## src/rtl/input_conditioner.sv

```systemverilog
// Input conditioner: 2-FF synchroniser plus persistence filter per channel,
// with registered edge pulses and saturating glitch counters.
module input_conditioner #(
  parameter int                N_CH        = 4,
  parameter logic [N_CH-1:0]   RESET_LEVEL = 4'b1000,
  parameter int                CNT_W       = 16
) (
  input  logic                    clock,
  input  logic                    reset,
  input  logic [N_CH-1:0]         raw_in,
  input  logic [CNT_W-1:0]        filter_len,
  input  logic                    glitch_clear,
  output logic [N_CH-1:0]         clean_out,
  output logic [N_CH-1:0]         rise_pulse,
  output logic [N_CH-1:0]         fall_pulse,
  output logic [N_CH*CNT_W-1:0]   glitch_count
);

  logic [N_CH-1:0] sync1;
  logic [N_CH-1:0] sync2;

  always_ff @(posedge clock) begin
    if (reset) begin
      sync1 <= RESET_LEVEL;
      sync2 <= RESET_LEVEL;
    end else begin
      sync1 <= raw_in;
      sync2 <= sync1;
    end
  end

  for (genvar ch = 0; ch < N_CH; ch++) begin : g_ch
    logic             stable;
    logic             rise;
    logic             fall;
    logic [CNT_W-1:0] cnt;
    logic [CNT_W-1:0] glitch;
    logic             match;

    assign match = (sync2[ch] == stable);

    // cnt holds how many mismatching samples have been seen so far; a
    // return to the stable level with a nonzero count is a rejected glitch.
    always_ff @(posedge clock) begin
      if (reset) begin
        stable <= RESET_LEVEL[ch];
        rise   <= 1'b0;
        fall   <= 1'b0;
        cnt    <= '0;
        glitch <= '0;
      end else begin
        rise <= 1'b0;
        fall <= 1'b0;
        if (match) begin
          cnt <= '0;
        end else if (cnt >= filter_len) begin
          stable <= sync2[ch];
          cnt    <= '0;
          rise   <= sync2[ch];
          fall   <= ~sync2[ch];
        end else begin
          cnt <= cnt + CNT_W'(1);
        end
        if (glitch_clear) begin
          glitch <= '0;
        end else if (match && (cnt != '0) && (glitch != '1)) begin
          glitch <= glitch + CNT_W'(1);
        end
      end
    end

    assign clean_out[ch]                     = stable;
    assign rise_pulse[ch]                    = rise;
    assign fall_pulse[ch]                    = fall;
    assign glitch_count[ch*CNT_W +: CNT_W]   = glitch;
  end

endmodule

```

## config.mk

```make
export PLATFORM = sky130hd
export DESIGN_NAME = input_conditioner
export DESIGN_NICKNAME = d
export VERILOG_FILES = /design/src/rtl/input_conditioner.sv
export SDC_FILE = /design/constraint.sdc
export NUM_CORES = 1
export LEC_CHECK = 0
export CORE_MARGIN = 2
export CORE_UTILIZATION = 55
export CTS_CLUSTER_DIAMETER = 150
export CTS_CLUSTER_SIZE = 10
export DETAILED_ROUTE_END_ITERATION = 16
export PLACE_DENSITY_LB_ADDON = 0.25
export SYNTH_ARGS = -nofsm -noshare
export SYNTH_HDL_FRONTEND = slang
export SYNTH_SLANG_ARGS = --single-unit
```

## constraint.sdc

```tcl
create_clock -name clock -period 2.4 [get_ports clock]
set_input_delay 0.24 -clock clock [delete_from_list [all_inputs] [get_ports clock]]
set_output_delay 0.24 -clock clock [all_outputs]
set_load 0.05 [all_outputs]
```

# ---- After elaboration in Yosys (flattened, before gate mapping)
# Cells that the tools add are included.
dict set report totals {
  latch_bits 0
  ram_bits 0
  mem_bits_ro 0
  register_bits 148
  input_bits 23
  memories 0
  output_inout_bits 76
  elab_cells 79
}
dict set report classes {
  addsub 8
  n_eq_ne 8
  bitwise_logic 12
  shifts 0
  n_lt_le_gt_ge 4
  mux 0
  div 0
  n_reduce_logical 25
  multipliers 0
}
# cell count
set ops {}
lappend ops {{adder 16 x 1 -> 16 bit (second input constant)} 8}
lappend ops {{greater-or-equal comparator 16 bit} 4}
lappend ops {{inequality test 16 bit (second input constant)} 4}
lappend ops {{nonzero test 16 bit} 4}
lappend ops {{OR reduction 3 bit} 8}
lappend ops {{NOT 1 bit} 12}
lappend ops {{logical AND 1 bit} 8}
lappend ops {{AND reduction 2 bit} 4}
lappend ops {{equality test 1 bit} 4}
lappend ops {{OR reduction 2 bit} 1}

# ---- Depth between registers and ports, before layout
# Gate-level depths: netlist of the first run.
dict set report depth {
  depth_word 3
  depth_mapped 8
  depth_no_buf 7
}

# ---- Least setup slack after synthesis of the first run
# OpenSTA, ideal clock, no wires.
dict set report synth_path {
  kind {register -> register}
  from {register g_ch[2].glitch[3]}
  to {register g_ch[2].glitch[15]}
  slack_ns 0.242
  stages_incl_launch_ff 6
  setup_time_ns 0.074
  required_ns 2.326
  path_buffers 0
  synth_period_minus_slack_ns 2.158
  t_arrival_ns 2.083
  cell_sequence {dfxtp_1 -> nand4_1 -> a2111oi_0 -> nand3_1 -> or4_1 -> o21ai_0}
}
dict set report synth_via {
  elab_chain_len 2
  word_cells_on_any_way 3
  cone_classes {add/sub: 1; eq/ne: 1; reduce/logical: 1}
}
# element line_no
set synth_rtl {}
lappend synth_rtl {{from (decl)} 37} ;# logic [CNT_W-1:0] glitch;
lappend synth_rtl {{from (signal assigned)} 67} ;# glitch <= glitch + CNT_W'(1);
lappend synth_rtl {{parallel branches: the longest is 2 deep, another holds adder 16 x 1 -> 16 bit} --}
# Several ways; the timed one is not identified.
# A chain may end at the register's enable or synchronous reset.

# ---- Final worst setup path of the first run
dict set report layout_path {
  from {register g_ch[0].cnt[0]}
  to {register g_ch[0].glitch[4]}
}
dict set report layout_via {
  elab_chain_len 3
}
# element line_no
set layout_rtl {}
lappend layout_rtl {{from (decl)} 36} ;# logic [CNT_W-1:0] cnt;
lappend layout_rtl {{from (signal assigned)} 62} ;# cnt <= cnt + CNT_W'(1);
lappend layout_rtl {{nonzero test 16 bit} 66} ;# end else if (match && (cnt != '0) && (glitch != '1)) begin
lappend layout_rtl {{logical AND 1 bit (2 in a row)} 66}
lappend layout_rtl {{to (signal assigned)} 67}
lappend layout_rtl {{to (decl)} 37}
# No other way between the ends.

==> flow_summary_export.csv, run 1 <==
group,metric,value,unit
detailed_routing,num_vias,7132,
floorplanning,fp.dieW,126,µm
sta,final_max_slew_viol_count,0,
grt,grt_pass1_wl,31.9,mm
clocking,cts_buffer_depth,2,
sta,final_hold_viol_count,0,
clocking,h-tree-depth,4,
synthesis,yosysTopAreaCell,"dfxtp_1",
sta,worst_pin_slew,0.781,ns
sta,clock-skew-final,0.0105,ns
synthesis,synthTopCellsByCount,"148 x dfxtp_1, 117 x nor2_1, 76 x ha_1",
placement,dp_hpwl,14.0,mm
clocking,clk_pin_slew,0.07,ns
worst_setup_path,cp_max_fo,7,
detailed_routing,viasPerCell,5.80,
sta,min_period,2.28,ns
clocking,postCtsHoldBufs,0,
outcome,outcome,"finished clean",
sta,max_freq,439,MHz
clocking,insertion_delay,0.42,ns
worst_setup_path,reg2reg_slack,0.12,ns
synthesis,yosys.cell_types.count,55,
hold_path,worstHoldPathType,"in -> reg",
floorplanning,die-area,15800,µm²
layout,diodes,0,
grt,overflow,0,
placement,dpl-instance-area,9320,µm²
synthesis,synth_area_per_cell,8.75,µm²
detailed_routing,avgRoutedWirePerCell,15.6,µm
detailed_routing,dr.pass1.iters,5,
sta,setup_tns,0,ns
clocking,cts_made_buffers,17,
synthesis,synth-edff-count,0,
power_and_ir_drop,power_density,543,nW/µm²
detailed_routing,first_iter_violations,402,
sta,slew-limit-headroom,0.475,
power_and_ir_drop,p_switching,1240,µW
placement,io_buffer_count,98,
worst_setup_path,cp-end-kind,"register",
layout,nets,1132,
floorplanning,rows,44,
synthesis,synth_flop_cell,"dfxtp_1",
synthesis,synth_area_leaders,"dfxtp_1 36%, ha_1 12%, xor2_1 6.2%, nor2_1 5.4%, nand4_1 3.3%",
clocking,cts_root_buffer,"clkbuf_16",
power_and_ir_drop,p_sw_frac,0.230,
synthesis,yosysWarnings,0,
sta,setup_viol,0,
clocking,post-cts-setup-buffer-count,0,
synthesis,synth_fp_nets,1029,
layout,postLayoutCoreUtil,0.685,
power_and_ir_drop,p_leak,0.00379,µW
layout,syn_to_final_growth,22.0,%
grt,grt_use_total,0.246,
worst_setup_path,arrival,2.58,ns
sta,fin_crit_sh,0.949,
job,maxCapViolCount,0,
placement,routabilityCongestion,0.852,
worst_setup_path,path_class,"reg -> reg",
power_and_ir_drop,p_clk_frac,0.499,
synthesis,ys_seq_area_frac,0.364,
synthesis,synthCells,930,
synthesis,syn-cell-area,8140,µm²
floorplanning,design.core.area,14500,µm²
layout,postLayoutCellArea,9920,µm²
clocking,clock-sinks,148,
synthesis,async_flop_share,0,
grt,antenna_found_initial,0,
clocking,tritoncts,"done",
synthesis,post-synth-top-count-cell,"dfxtp_1",
detailed_routing,wl,19.2,mm
sta,grt_setup_unrepaired,"no",
synthesis,netlist.area_leader.share,0.364,
detailed_routing,ant_nets,0,
worst_setup_path,cp-start-kind,"register",
worst_setup_path,worstPathRequired,2.70,ns
detailed_routing,drc,0,
clocking,ctsResizeCount,0,
power_and_ir_drop,comb_power_share,0.042,
floorplanning,io_pins,99,
power_and_ir_drop,seqPwrFrac,0.459,
floorplanning,chipHeight,126,µm
power_and_ir_drop,internal_power,4150,µW
power_and_ir_drop,ir_drop,503,µV
synthesis,synth_seq_cells,148,
layout,drive_above_1_share,0.0669,
grt,grt_max_degree,29,
floorplanning,initial_core_util,0.562,
grt,grt_pass1_vias,6534,
[power groups by stage]
stage          logic, µW  clock network (µW)  registers (µW)
2_1_floorplan        131                   0            2530
3_3_place_gp         218                   0            2530
3_5_place_dp         222                   0            2530
4_1_cts              224                2740            2470
5_1_grt              251                2850            2470
6_report             225                2690            2470
[cell type report]
class                      instances  area (µm²)
multi-input combinational        712        4830
fill                            1189        4550
sequential                       148        2960
timing repair buffer             120        1170
clock buffer                      18         439
tap                              184         230
clock inverter                    14         165
inverter                          34         128
[cells by family (layout without fill, tap and decap cells)]
kind of cell | count (synthesis) | count (layout) | share of synthesized area
and+or+nand+nor | 415 | 415 | 0.269
DFF | 148 | 148 | 0.364
AOI/OAI and AO/OA | 129 | 129 | 0.107
xor gates and xnor gates | 83 | 83 | 0.0893
adders and majority gates | 76 | 76 | 0.117
buffers and inverters | 70 | 186 | 0.0429
muxes | 9 | 9 | 0.0111
[flip-flops by register name (all words and copies together) (netlist names)]
name	count
g_ch.cnt	64
g_ch.fall	4
g_ch.glitch	64
g_ch.rise	4
g_ch.stable	4
sync1	4
sync2	4
[per-stage QoR]
stage | hold slack (ns) | cells | power, µW | setup slack, ns
global placement | 0.393 | 1198 | 2750 | 0.124
floorplan | 0.344 | 930 | 2660 | 0.242
CTS | 0.375 | 1230 | 5440 | 0.139
global route | 0.369 | 1230 | 5570 | 0.0101
finish | 0.384 | 1230 | 5390 | 0.121
detailed placement | 0.393 | 1198 | 2750 | 0.00675
[layout by cell type, fill, tap and decap left out, types with 3 or more instances in the layout]
master           synthesis  layout
a211oi_1                 9       9
a21oi_1                 33      33
a31oi_1                  3       3
and2_1                   6       6
and3_1                  30      30
and4_1                   9       9
buf_4                   12      20
clkbuf_16                0      17
clkdlybuf4s50_1          0      98
clkinv_4                 0       3
dfxtp_1                148     148
ha_1                    76      76
inv_1                   34      34
inv_6                    0       5
mux2i_1                  9       9
nand2_1                 50      49
nand2b_1                 6       6
nand3_1                 48      48
nand4_1                 43      43
nor2_1                 117     117
nor2b_1                  9       9
nor3_1                  24      24
nor3b_1                  4       4
nor4_1                   8       8
nor4b_1                  9       9
o2111ai_1                5       5
o211ai_1                 8       8
o211ai_2                 3       3
o21a_1                   9       9
o21ai_0                 30      30
o21bai_1                 4       4
o31ai_1                 11      11
o41a_1                   3       3
or2_2                    4       4
or3_1                   22      22
or4_1                   15      15
or4b_1                   3       3
xnor2_1                 25      25
xor2_1                  58      58
[critical path: stages (launching register included)]
cell and delay [ns]:
dfxtp_1 0.33, inv_1 0.09, ha_1 0.15, or4b_1 0.45, o41a_1 0.56, buf_4 0.22
o211ai_1 0.10, xor2_1 0.19, nor2_1 0.06
[worst paths after layout]
check                               startpoint           endpoint  cells past startpoint
worst min register to register        sync1[3]           sync2[3]                      1
worst min-delay path                 raw_in[1]           sync1[1]                      2
worst max register to register  g_ch[0].cnt[0]  g_ch[0].glitch[4]                      8
worst max-delay path            g_ch[0].cnt[0]  g_ch[0].glitch[4]                      8
[routing by layer]
| layer | up-vias | track usage | routed length (µm) |
|---|---|---|---|
| li1 | 3562 | - | - |
| met1 | 3310 | 0.340 | 9160 |
| met2 | 231 | 0.383 | 8540 |
| met3 | 29 | 0.0527 | 1190 |
| met4 | 0 | 0.0837 | 328 |
| met5 | - | 0 | 0 |
No activity file was read; power rests on OpenSTA's default activity.
==> inputs of run 2 (changes only) <==
RECOVER_POWER = 50   (was unset)
==> run 2 against run 1 <==
Global-route usage is the same; sequential share of layout area up 0.12 points; cell count unchanged; clock power about the same; worst setup slack worse by 0.00067 ns; core utilization down 0.28 points; final area down 0.40%; hold slack gained 0.0012 ns; largest cell class unchanged; largest power group unchanged.
==> flow_summary_export.csv, run 2 (same netlist as run 1, synthesis figures left out) <==
group,metric,value,unit
clocking,clock-sinks,148,
clocking,h-tree-depth,4,
worst_setup_path,worstPathRequired,2.70,ns
placement,dp_hpwl,14.0,mm
placement,routabilityCongestion,0.852,
detailed_routing,ant_nets,0,
detailed_routing,num_vias,7125,
detailed_routing,viasPerCell,5.79,
clocking,clk_pin_slew,0.06,ns
grt,overflow,0,
sta,setup_tns,0,ns
power_and_ir_drop,p_clk_frac,0.500,
sta,final_hold_viol_count,0,
worst_setup_path,cp-start-kind,"register",
power_and_ir_drop,power,5380,µW
grt,antenna_found_initial,0,
worst_setup_path,path_class,"reg -> reg",
floorplanning,initial_core_util,0.562,
floorplanning,io_pins,99,
power_and_ir_drop,seqPwrFrac,0.459,
detailed_routing,first_iter_violations,441,
sta,max_freq,439,MHz
clocking,cts_buffer_depth,2,
clocking,tritoncts,"done",
detailed_routing,wl,19.2,mm
clocking,postCtsHoldBufs,0,
sta,worst_pin_slew,0.725,ns
sta,setup_slack,0.121,ns
placement,io_buffer_count,98,
clocking,cts_made_buffers,17,
layout,drive_above_1_share,0.0621,
clocking,cts_root_buffer,"clkbuf_16",
floorplanning,die-area,15800,µm²
grt,grt_pass1_wl,31.9,mm
sta,fin_crit_sh,0.950,
floorplanning,design.core.area,14500,µm²
power_and_ir_drop,p_leak,0.00399,µW
power_and_ir_drop,p_sw_frac,0.230,
grt,grt_pass1_vias,6534,
detailed_routing,drc,0,
power_and_ir_drop,internal_power,4150,µW
worst_setup_path,reg2reg_slack,0.12,ns
placement,dpl-instance-area,9320,µm²
worst_setup_path,cp-end-kind,"register",
placement,place_ws,0.00675,ns
clocking,insertion_delay,0.42,ns
power_and_ir_drop,comb_power_share,0.041,
worst_setup_path,arrival,2.58,ns
outcome,outcome,"finished clean",
sta,whs,0.385,ns
sta,min_period,2.28,ns
layout,reg_top3,"g_ch.cnt (64), g_ch.glitch (64)",
layout,nFillCells,1196,
grt,grt_use_total,0.246,
hold_path,worstHoldPathType,"in -> reg",
power_and_ir_drop,power_density,544,nW/µm²
detailed_routing,avgRoutedWirePerCell,15.6,µm
sta,final_max_slew_viol_count,0,
floorplanning,fp.dieW,126,µm
worst_setup_path,cp_max_fo,7,
layout,postLayoutCellArea,9880,µm²
layout,nets,1132,
detailed_routing,dr.pass1.iters,5,
job,maxCapViolCount,0,
sta,slew-limit-headroom,0.513,
power_and_ir_drop,ir_drop,504,µV
layout,final_cell_mix,"148 x dfxtp_1, 117 x nor2_1, 76 x ha_1",
sta,grt_setup_unrepaired,"no",
floorplanning,rows,44,
sta,clock-skew-final,0.0100,ns
layout,diodes,0,
power_and_ir_drop,p_switching,1240,µW
layout,final_common_cell,"dfxtp_1",
sta,setup_viol,0,
floorplanning,chipHeight,126,µm
grt,grt_max_degree,29,
layout,syn_to_final_growth,21.5,%
-- run 2: cell type report --
type | instances | area, µm² | share of cell area
clock buffer | 18 | 439 | 0.0444
tap | 184 | 230 | 0.0233
sequential | 148 | 2960 | 0.300
clock inverter | 14 | 165 | 0.0167
multi-input combinational | 712 | 4830 | 0.488
timing repair buffer | 120 | 1130 | 0.114
inverter | 34 | 128 | 0.0129
-- run 2: path summary, 6_finish.rpt --
| check | from | depth (start not counted) | endpoint |
|---|---|---|---|
| setup reg to reg | g_ch[0].cnt[0] | 8 | g_ch[0].glitch[4] |
| hold / removal | raw_in[1] | 2 | sync1[1] |
| setup / recovery | g_ch[0].cnt[0] | 8 | g_ch[0].glitch[4] |
| hold reg to reg | sync1[3] | 1 | sync2[3] |
-- run 2: through the flow --
stage / std cells / util
floorplan: 930 / -
global placement: 1198 / 0.644
detailed placement: 1198 / 0.644
CTS: 1230 / 0.685
global route: 1230 / 0.683
finish: 1230 / 0.683
-- run 2: critical path, cell delays in order, from the launching register on --
cell and delay [ns]:
dfxtp_1 0.33, inv_1 0.09, ha_1 0.15, or4b_1 0.45, o41a_1 0.56, buf_4 0.22
o211ai_1 0.10, xor2_1 0.20, nor2_1 0.06
-- run 2: what timing repair did --
action	in CTS	in global routing
endpoints found under the hold margin	0	0
resized for setup	0	1
buffers inserted	0	0
endpoints found under the setup margin	0	1
-- run 2: power by group through the flow --
| stage | Sequential (µW) | Combinational, µW | Clock, µW |
|---|---|---|---|
| after floorplan | 2530 | 131 | 0 |
| after global placement | 2530 | 218 | 0 |
| after detailed placement | 2530 | 222 | 0 |
| after CTS | 2470 | 224 | 2740 |
| after global routing | 2470 | 246 | 2850 |
| final | 2470 | 220 | 2690 |
-- run 2: per-layer routing --
layer  up-vias  global-route usage  routed length [µm]
li1       3568                   -                   -
met1      3324               0.340                9270
met2       201               0.383                8440
met3        32              0.0527                1090
met4         0              0.0837                 380
met5         -                   0                   0
